## config.mk

```make
export PLATFORM = sky130hd
export DESIGN_NAME = ma_stage_flat
export DESIGN_NICKNAME = d
export VERILOG_FILES = /design/src/rtl/ma_stage_if.sv /design/src/rtl/ma_stage.sv /design/src/flat_wrapper.sv
export SDC_FILE = /design/constraint.sdc
export NUM_CORES = 1
export LEC_CHECK = 0
export CELL_PAD_IN_SITES_DETAIL_PLACEMENT = 1
export CELL_PAD_IN_SITES_GLOBAL_PLACEMENT = 1
export CORE_ASPECT_RATIO = 1.1
export CORE_MARGIN = 3
export CORE_UTILIZATION = 34
export DETAILED_ROUTE_END_ITERATION = 7
export MAX_ROUTING_LAYER = met4
export PLACE_DENSITY = 0.92
export SKIP_CTS_REPAIR_TIMING = 1
export SLEW_MARGIN = 20
export SYNTH_ARGS = -nofsm -noshare
export SYNTH_HDL_FRONTEND = slang
export SYNTH_SLANG_ARGS = --single-unit
```

## constraint.sdc

```tcl
create_clock -name clk -period 6.2 [get_ports clk]
set_clock_uncertainty 0.2 [all_clocks]
set_input_delay 1.24 -clock clk [delete_from_list [all_inputs] [get_ports clk]]
set_output_delay 1.24 -clock clk [all_outputs]
set_load 0.01 [all_outputs]
```

## src/rtl/ma_stage_if.sv

```systemverilog
// Bundle of the ma_stage handshakes: execute->stage, stage->writeback and
// stage->data memory. master = the stage itself, slave = its environment.
interface ma_stage_if #(
    parameter int ADDR_W = 32
);
    // execute -> stage
    logic              in_valid;
    logic              in_ready;
    logic [31:0]       Alu_Result;
    logic [31:0]       op2;
    logic              IsLd;
    logic              IsSt;
    logic              IsWb;
    logic [3:0]        rd;
    logic [31:0]       pc;
    // stage -> writeback
    logic              out_valid;
    logic              out_ready;
    logic [31:0]       out_alu;
    logic [31:0]       out_ld;
    logic [3:0]        out_rd;
    logic              out_IsWb;
    logic              out_IsLd;
    logic [31:0]       out_pc;
    logic              out_err;
    // stage -> data memory
    logic              mem_req;
    logic              mem_we;
    logic [ADDR_W-1:0] mem_addr;
    logic [31:0]       mem_wdata;
    logic [31:0]       mem_rdata;
    logic              mem_ack;

    modport master (
        input  in_valid, Alu_Result, op2, IsLd, IsSt, IsWb, rd, pc,
        input  out_ready, mem_rdata, mem_ack,
        output in_ready, out_valid, out_alu, out_ld, out_rd, out_IsWb, out_IsLd,
        output out_pc, out_err, mem_req, mem_we, mem_addr, mem_wdata
    );

    modport slave (
        output in_valid, Alu_Result, op2, IsLd, IsSt, IsWb, rd, pc,
        output out_ready, mem_rdata, mem_ack,
        input  in_ready, out_valid, out_alu, out_ld, out_rd, out_IsWb, out_IsLd,
        input  out_pc, out_err, mem_req, mem_we, mem_addr, mem_wdata
    );
endinterface

```

## src/rtl/ma_stage.sv

```systemverilog
// SimpleRisc memory-access stage: one instruction in flight, req/ack data memory,
// valid/ready result to writeback. Define ALIGN_CHECK_EN to reject misaligned ld/st.
module ma_stage #(
    parameter int TIMEOUT_CYCLES = 16,
    parameter int ADDR_W         = 32
) (
    input  logic       clk,
    input  logic       rst_n,
    ma_stage_if.master bus
);
    typedef enum logic [1:0] {IDLE, ACCESS, HOLD} state_t;

    localparam logic [7:0] TO_LAST = 8'(TIMEOUT_CYCLES - 1);

    state_t     state;
    logic [7:0] toCnt;
    logic       accept;
    logic       isMem;
    logic       misalign;

    assign bus.in_ready = (state == IDLE) || (state == HOLD && bus.out_ready);
    assign accept       = bus.in_valid && bus.in_ready;
    assign isMem        = bus.IsLd || bus.IsSt;

`ifdef ALIGN_CHECK_EN
    assign misalign = isMem && (bus.Alu_Result[1:0] != 2'b00);
`else
    assign misalign = 1'b0;
`endif

    always_ff @(posedge clk or negedge rst_n) begin
        if (!rst_n) begin
            state         <= IDLE;
            toCnt         <= '0;
            bus.out_valid <= 1'b0;
            bus.out_alu   <= '0;
            bus.out_ld    <= '0;
            bus.out_rd    <= '0;
            bus.out_IsWb  <= 1'b0;
            bus.out_IsLd  <= 1'b0;
            bus.out_pc    <= '0;
            bus.out_err   <= 1'b0;
            bus.mem_req   <= 1'b0;
            bus.mem_we    <= 1'b0;
            bus.mem_addr  <= '0;
            bus.mem_wdata <= '0;
        end else begin
            case (state)
                IDLE, HOLD: begin
                    if (accept) begin
                        bus.out_alu  <= bus.Alu_Result;
                        bus.out_rd   <= bus.rd;
                        bus.out_IsLd <= bus.IsLd;
                        bus.out_pc   <= bus.pc;
                        bus.out_ld   <= '0;
                        toCnt        <= '0;
                        if (misalign) begin
                            state         <= HOLD;
                            bus.out_valid <= 1'b1;
                            bus.out_err   <= 1'b1;
                            bus.out_IsWb  <= 1'b0;
                        end else if (isMem) begin
                            // a combined ld+st is treated as a load, so never a write
                            state         <= ACCESS;
                            bus.out_valid <= 1'b0;
                            bus.out_err   <= 1'b0;
                            bus.out_IsWb  <= bus.IsWb;
                            bus.mem_req   <= 1'b1;
                            bus.mem_we    <= bus.IsSt && !bus.IsLd;
                            bus.mem_addr  <= ADDR_W'(bus.Alu_Result);
                            bus.mem_wdata <= bus.op2;
                        end else begin
                            state         <= HOLD;
                            bus.out_valid <= 1'b1;
                            bus.out_err   <= 1'b0;
                            bus.out_IsWb  <= bus.IsWb;
                        end
                    end else if (state == HOLD && bus.out_ready) begin
                        state         <= IDLE;
                        bus.out_valid <= 1'b0;
                    end
                end
                ACCESS: begin
                    // ack beats a timeout landing on the same edge
                    if (bus.mem_ack) begin
                        state         <= HOLD;
                        bus.out_valid <= 1'b1;
                        bus.mem_req   <= 1'b0;
                        bus.mem_we    <= 1'b0;
                        if (bus.out_IsLd) bus.out_ld <= bus.mem_rdata;
                    end else if (toCnt == TO_LAST) begin
                        state         <= HOLD;
                        bus.out_valid <= 1'b1;
                        bus.mem_req   <= 1'b0;
                        bus.mem_we    <= 1'b0;
                        bus.out_err   <= 1'b1;
                        bus.out_IsWb  <= 1'b0;
                        bus.out_ld    <= '0;
                    end else begin
                        toCnt <= toCnt + 8'd1;
                    end
                end
                default: state <= IDLE;
            endcase
        end
    end
endmodule

```

## src/flat_wrapper.sv

```systemverilog
// flat-port wrapper written by rule: the top's interface ports become plain ports
module ma_stage_flat 
#(
    parameter int TIMEOUT_CYCLES = 16,
    parameter int ADDR_W         = 32
)
  (clk, rst_n, bus_in_valid, bus_Alu_Result, bus_op2, bus_IsLd, bus_IsSt, bus_IsWb, bus_rd, bus_pc, bus_out_ready, bus_mem_rdata, bus_mem_ack, bus_in_ready, bus_out_valid, bus_out_alu, bus_out_ld, bus_out_rd, bus_out_IsWb, bus_out_IsLd, bus_out_pc, bus_out_err, bus_mem_req, bus_mem_we, bus_mem_addr, bus_mem_wdata);
  ma_stage_if #(.ADDR_W(ADDR_W)) bus_i ();
  input  logic clk;
  input  logic rst_n;
  input wire logic [$bits(bus_i.in_valid)-1:0] bus_in_valid;
  input wire logic [$bits(bus_i.Alu_Result)-1:0] bus_Alu_Result;
  input wire logic [$bits(bus_i.op2)-1:0] bus_op2;
  input wire logic [$bits(bus_i.IsLd)-1:0] bus_IsLd;
  input wire logic [$bits(bus_i.IsSt)-1:0] bus_IsSt;
  input wire logic [$bits(bus_i.IsWb)-1:0] bus_IsWb;
  input wire logic [$bits(bus_i.rd)-1:0] bus_rd;
  input wire logic [$bits(bus_i.pc)-1:0] bus_pc;
  input wire logic [$bits(bus_i.out_ready)-1:0] bus_out_ready;
  input wire logic [$bits(bus_i.mem_rdata)-1:0] bus_mem_rdata;
  input wire logic [$bits(bus_i.mem_ack)-1:0] bus_mem_ack;
  output wire logic [$bits(bus_i.in_ready)-1:0] bus_in_ready;
  output wire logic [$bits(bus_i.out_valid)-1:0] bus_out_valid;
  output wire logic [$bits(bus_i.out_alu)-1:0] bus_out_alu;
  output wire logic [$bits(bus_i.out_ld)-1:0] bus_out_ld;
  output wire logic [$bits(bus_i.out_rd)-1:0] bus_out_rd;
  output wire logic [$bits(bus_i.out_IsWb)-1:0] bus_out_IsWb;
  output wire logic [$bits(bus_i.out_IsLd)-1:0] bus_out_IsLd;
  output wire logic [$bits(bus_i.out_pc)-1:0] bus_out_pc;
  output wire logic [$bits(bus_i.out_err)-1:0] bus_out_err;
  output wire logic [$bits(bus_i.mem_req)-1:0] bus_mem_req;
  output wire logic [$bits(bus_i.mem_we)-1:0] bus_mem_we;
  output wire logic [$bits(bus_i.mem_addr)-1:0] bus_mem_addr;
  output wire logic [$bits(bus_i.mem_wdata)-1:0] bus_mem_wdata;
  assign bus_i.in_valid = bus_in_valid;
  assign bus_i.Alu_Result = bus_Alu_Result;
  assign bus_i.op2 = bus_op2;
  assign bus_i.IsLd = bus_IsLd;
  assign bus_i.IsSt = bus_IsSt;
  assign bus_i.IsWb = bus_IsWb;
  assign bus_i.rd = bus_rd;
  assign bus_i.pc = bus_pc;
  assign bus_i.out_ready = bus_out_ready;
  assign bus_i.mem_rdata = bus_mem_rdata;
  assign bus_i.mem_ack = bus_mem_ack;
  assign bus_in_ready = bus_i.in_ready;
  assign bus_out_valid = bus_i.out_valid;
  assign bus_out_alu = bus_i.out_alu;
  assign bus_out_ld = bus_i.out_ld;
  assign bus_out_rd = bus_i.out_rd;
  assign bus_out_IsWb = bus_i.out_IsWb;
  assign bus_out_IsLd = bus_i.out_IsLd;
  assign bus_out_pc = bus_i.out_pc;
  assign bus_out_err = bus_i.out_err;
  assign bus_mem_req = bus_i.mem_req;
  assign bus_mem_we = bus_i.mem_we;
  assign bus_mem_addr = bus_i.mem_addr;
  assign bus_mem_wdata = bus_i.mem_wdata;
  ma_stage #(.TIMEOUT_CYCLES(TIMEOUT_CYCLES), .ADDR_W(ADDR_W)) u_core (.clk(clk), .rst_n(rst_n), .bus(bus_i));
endmodule
```

==> results of run 1 <==
layer usage:
layer / wire (microns) / vias to the layer above / share of wire
met2: 11800 / 221 / 0.52
met5: 0 / - / 0
li1: - / 2565 / -
met3: 1640 / 40 / 0.073
met4: 645 / 0 / 0.029
met1: 8500 / 2818 / 0.38
worst max-delay path, cell delays in order:
cell and delay [ns]:
clkdlybuf4s50_1 0.48, nor2b_1 0.31, nor2_1 0.10, clkdlybuf4s50_1 0.51
power groups by stage:
stage / clock [uW] / combinational, uW / sequential, uW
floorplan: 0 / 631 / 2140
global placement: 0 / 2080 / 1930
detailed placement: 0 / 2170 / 1970
CTS: 1090 / 2190 / 1960
global route: 1140 / 2310 / 2010
finish: 1060 / 2140 / 1950
path summary, 6_finish.rpt:
kind	startpoint	end	cells after the start
min	u_core.bus.out_pc[25]	u_core.bus.out_pc[25]	2
min in group asynchronous	rst_n	u_core.bus.out_ld[1]	1
min reg2reg	u_core.bus.out_pc[25]	u_core.bus.out_pc[25]	2
max in group asynchronous	rst_n	u_core.bus.out_ld[5]	2
max	bus_out_ready	bus_in_ready	4
max reg2reg	u_core.state[1]	u_core.bus.mem_wdata[7]	4
flip-flops by register name, summed over array words and instances (netlist names):
register / cells
u_core.toCnt: 8
u_core.bus.out_err: 1
u_core.bus.out_pc: 32
u_core.bus.mem_wdata: 32
u_core.state: 2
u_core.bus.mem_addr: 32
u_core.bus.out_ld: 32
u_core.bus.out_IsLd: 1
u_core.bus.out_alu: 32
u_core.bus.out_valid: 1
u_core.bus.mem_req: 1
u_core.bus.out_IsWb: 1
u_core.bus.mem_we: 1
u_core.bus.out_rd: 4
cells in the mapped netlist:
cell	number	area, sq um
a211o_1	2	17.5
a211oi_2	1	12.5
a21o_1	2	15.0
a21oi_1	8	40.0
a22o_1	32	280
a2bb2oi_1	1	8.76
a31o_2	1	8.76
a31oi_1	1	6.26
a41oi_1	1	8.76
and3_1	5	31.3
buf_1	6	22.5
buf_2	4	20.0
buf_4	3	22.5
buf_6	3	33.8
clkbuf_1	13	48.8
dfrtp_1	180	4500
ha_1	1	12.5
inv_1	2	7.51
mux2_1	7	78.8
mux2_2	57	642
mux2i_1	1	10.0
nand2_1	218	818
nand2b_1	1	6.26
nand3_1	4	20.0
nor2_1	5	18.8
nor2_4	1	11.3
nor2b_1	3	18.8
nor3_1	1	5.00
nor3b_2	1	12.5
nor4_1	3	18.8
o21a_1	2	15.0
o21ai_0	8	40.0
o21ai_1	1	5.00
o21ai_2	1	8.76
o22a_1	1	8.76
o2bb2ai_1	1	8.76
o311ai_4	1	26.3
or3b_1	1	8.76
or4_4	1	11.3
cell families (layout without fill, tap and decap cells):
group                      count (synthesis)  in the layout  synth area share
buffers and inverters                     31            349            0.0225
adders and majority gates                  1              1           0.00181
muxes                                     65             65             0.106
and+or+nand+nor                          244            244             0.142
other                                      0              1                 0
DFF                                      180            180             0.653
AOI/OAI and AO/OA                         64             64            0.0740
area by class of cell:
cell class | instances | area (sq um)
Antenna cell | 1 | 2.50
Clock buffer | 18 | 439
Tap cell | 252 | 315
Clock inverter | 14 | 140
Inverter | 2 | 7.51
Fill cell | 2110 | 9020
Timing Repair Buffer | 315 | 3170
Sequential cell | 180 | 4500
Multi-Input combinational cell | 374 | 2260
per-stage QoR:
step	setup slack (ns)	hold slack, ns	instances	total power [uW]
finish	2.11	0.276	1156	5150
global route	2.03	0.298	1156	5450
CTS	2.08	0.284	1155	5240
detailed placement	1.92	0.265	1123	4140
global placement	1.95	0.256	1122	4010
floorplan	3.25	0.276	585	2770
==> flow_summary.yaml, run 1 <==
global_route:
  grt_util_met3: 0.0621
  met2_usage: 0.364
  grtUsageTotal: 0.209
  grt_max_degree: 108
  grt.overflow.total: 0
  top_usage_layer: "met2"
  grt_pass1_vias: 6443
  met1_usage: 0.223
  grt_pass1_wl_microns: 35100
  grt_antenna_before_repair: 1
synth:
  synth.distinct_cells: 39
  syn_inst: 585
  synth.net_count: 726
  syn_avg_cell_area_sq_um: 11.8
  yosys_warnings: 0
  synth_area_sq_um: 6890
  ys_seq_elements: 180
  ys_seq_area_frac: 0.653
floorplanning:
  io_pins: 311
  coreArea_sq_um: 19900
  initial_core_util: 0.347
  rows: 54
  die_area_sq_um: 22000
  die_w_microns: 142
  die_y_microns: 155
worst_setup_path:
  r2r_setup_slack_ns: 3.23
  critical_path_arrival_ns: 2.65
  crit_fanout: 4
  critPathCaptureType: "output pin"
  start_kind: "primary input"
  path_class: "in -> out"
  cp.required_ns: 4.76
outcome:
  status: "completed"
power_and_ir_drop:
  cellInternalPower_uw: 3400
  powerDensity_nw_per_um2: 475
  switching_power_uw: 1750
  p_seq_frac: 0.378
  p_clk_frac: 0.206
  peakVddDrop_v: 0.000241
  swShare: 0.340
  leakage_uw: 0.00490
  combPwrFrac: 0.416
drt:
  vias_per_cell: 4.88
  drt_pass1_iterations: 4
  wire_per_inst_microns: 19.6
  postRouteWirelength_microns: 22600
  drtIter0Drc: 221
  drc_errors: 0
  ant_nets: 0
  vias: 5644
clocking:
  h-tree-depth: 4
  cts-root-buf: "clkbuf_16"
  ctsLongestPathBuffers: 2
  cts_sinks: 180
  tritoncts: "done"
  path_clk_slew_ns: 0.07
  numCtsBuffers: 17
  insertion_delay_ns: 0.42
placed_design:
  io_buffers: 310
  gp_congestion: 0.759
  placed_area_sq_um: 10300
  hpwlAfterDp_microns: 16600
timing:
  final.period_utilization: 0.659
  rsz0062_at_grt: "no"
  slew_viol_final: 0
  relSlewSlack: 0.333
  setup-violations-final: 0
  tightestPinTransition_ns: 1.00
  fmax_mhz: 245
  tns_ns: 0
  layout_min_cycle_time_ns: 4.09
  hold_viol: 0
finish:
  final_nets: 1031
  syn_to_final_growth_pct: 57.2
  drive_above_1_share: 0.116
  final_util: 0.546
  final_cell_mix: "clkdlybuf4s50_1, nand2_1, dfrtp_1"
  layout_commonest_cell: "clkdlybuf4s50_1"
  fin_area_sq_um: 10800
flow_run:
  drv_cap: 0
worst_hold_path:
  hold_class: "reg -> reg"
No activity file was read; power rests on OpenSTA's default activity.
==> run 2, diff against run 1 <==
--- a/config.mk
+++ b/config.mk
@@ -9,10 +9,10 @@
 export CELL_PAD_IN_SITES_GLOBAL_PLACEMENT = 1
 export CORE_ASPECT_RATIO = 1.1
 export CORE_MARGIN = 3
-export CORE_UTILIZATION = 34
+export CORE_UTILIZATION = 28
 export DETAILED_ROUTE_END_ITERATION = 7
 export MAX_ROUTING_LAYER = met4
-export PLACE_DENSITY = 0.92
+export PLACE_DENSITY = 0.82
 export SKIP_CTS_REPAIR_TIMING = 1
 export SLEW_MARGIN = 20
 export SYNTH_ARGS = -nofsm -noshare
==> constraint.sdc (replaced) <==
create_clock -name clk -period 3.55 [get_ports clk]
set_clock_uncertainty 0.2 [all_clocks]
set_input_delay 0.71 -clock clk [delete_from_list [all_inputs] [get_ports clk]]
set_output_delay 0.71 -clock clk [all_outputs]
set_load 0.01 [all_outputs]
==> flow_summary.yaml, run 2 (synthesis gave the netlist of run 1 again) <==
global_route:
  grt.overflow.total: 0
  grtUsageTotal: 0.173
  grt_pass1_vias: 6284
  grt_pass1_wl_microns: 35100
  grt_max_degree: 75
  grt_antenna_before_repair: 0
power_and_ir_drop:
  powerDensity_nw_per_um2: 823
  leakage_uw: 0.00494
  peakVddDrop_v: 0.000329
clocking:
  cts_sinks: 180
  cts-root-buf: "clkbuf_16"
  ctsLongestPathBuffers: 2
  h-tree-depth: 4
  insertion_delay_ns: 0.42
  numCtsBuffers: 17
  path_clk_slew_ns: 0.07
  tritoncts: "done"
drt:
  postRouteWirelength_microns: 22500
  drc_errors: 0
  drtIter0Drc: 178
  drt_pass1_iterations: 4
  vias: 5632
  vias_per_cell: 4.64
  wire_per_inst_microns: 18.5
  ant_nets: 0
flow_run:
  drv_cap: 0
placed_design:
  placed_area_sq_um: 10400
  hpwlAfterDp_microns: 16300
  io_buffers: 310
  gp_congestion: 0.752
  dp_cells: 1181
  dp_slack_ns: 0.453
floorplanning:
  io_pins: 311
  die_y_microns: 171
  coreArea_sq_um: 23900
  rows: 59
  die_w_microns: 156
  initial_core_util: 0.288
  die_area_sq_um: 26500
outcome:
  status: "completed"
finish:
  fin_area_sq_um: 11000
  n_fill_cell: 2557
  final_nets: 1036
  antenna_cells: 0
  syn_to_final_growth_pct: 59.2
  drive_above_1_share: 0.121
  final_cells: 1213
  final_cell_mix: "clkdlybuf4s50_1, nand2_1, dfrtp_1"
  layout_commonest_cell: "clkdlybuf4s50_1"
  final-seq-area_sq_um: 4500
  multiInputGateArea_sq_um: 2260
timing:
  setup-violations-final: 0
  tns_ns: 0
  rsz0062_at_grt: "no"
  final.period_utilization: 0.863
  relSlewSlack: 0.550
  setup_ws_ns: 0.487
  hold_viol: 0
  fmax_mhz: 326
  slew_viol_final: 0
  layout_min_cycle_time_ns: 3.06
  tightestPinTransition_ns: 0.674
worst_setup_path:
  critical_path_arrival_ns: 2.15
  critPathCaptureType: "output pin"
  path_class: "in -> out"
  start_kind: "primary input"
  crit_fanout: 4
  cp.required_ns: 2.64
worst_hold_path:
  hold_class: "in -> async"
run 2: cell types whose count changed in the layout (fill, tap and decap cells not counted):
cell | previous run | this run
buf_12 | 1 | 4
buf_16 | 1 | 0
buf_4 | 3 | 6
clkinv_2 | 1 | 0
clkinv_4 | 1 | 3
clkinv_8 | 2 | 3
clkinvlp_4 | 3 | 0
diode_2 | 1 | 0
inv_8 | 4 | 5
run 2: area by class of cell:
class / instances / area share
Clock inverter: 14 / 0.0144
Timing Repair Buffer: 320 / 0.294
Inverter: 2 / 0.000684
Multi-Input combinational cell: 374 / 0.206
Tap cell: 305 / 0.0348
Clock buffer: 18 / 0.0400
Sequential cell: 180 / 0.410
run 2: per-stage QoR:
| step | total power [uW] | hold WS, ns | util |
|---|---|---|---|
| 3_5_place_dp | 7230 | 0.262 | 0.434 |
| 5_1_grt | 9620 | 0.138 | 0.459 |
| 3_3_place_gp | 7060 | 0.257 | 0.434 |
| 2_1_floorplan | 4850 | 0.214 | - |
| 6_report | 9030 | 0.117 | 0.459 |
| 4_1_cts | 9200 | 0.117 | 0.459 |
run 2: worst max-delay path, cell delays in order:
cell and delay [ns]:
clkdlybuf4s50_1 0.48, nor2b_1 0.33, nor2_1 0.11, clkdlybuf4s50_1 0.52
run 2: routing by layer:
layer  global-route usage  routed length (microns)
met2                0.294                    11400
met3               0.0551                     1590
met1                0.197                     8960
met4               0.0472                      478
met5                    -                        0
run 2: power by group:
part / internal (uW) / switching, uW / leakage, uW
clock: 970 / 926 / 0.000294
sequential: 2890 / 487 / 0.00223
combinational: 2120 / 1650 / 0.00241
run 2: worst paths after layout:
check,start,depth (start not counted),end,slack [ns]
hold reg to reg,u_core.bus.out_alu[3],2,u_core.bus.out_alu[3],0.28
setup / recovery,bus_out_ready,4,bus_in_ready,0.49
min in group clk,u_core.bus.out_alu[3],2,u_core.bus.out_alu[3],0.28
setup reg to reg,u_core.state[1],5,u_core.bus.mem_wdata[1],1.17
hold / removal,rst_n,1,u_core.bus.out_ld[1],0.12
max in group asynchronous,rst_n,2,u_core.bus.out_err,2.26
==> run 3, diff against run 2 <==
--- a/config.mk
+++ b/config.mk
@@ -18,3 +18,4 @@
 export SYNTH_ARGS = -nofsm -noshare
 export SYNTH_HDL_FRONTEND = slang
 export SYNTH_SLANG_ARGS = --single-unit
+export TNS_END_PERCENT = 1
==> results of run 3 <==
Final layout, timing and power as in run 2 (identical DEF).
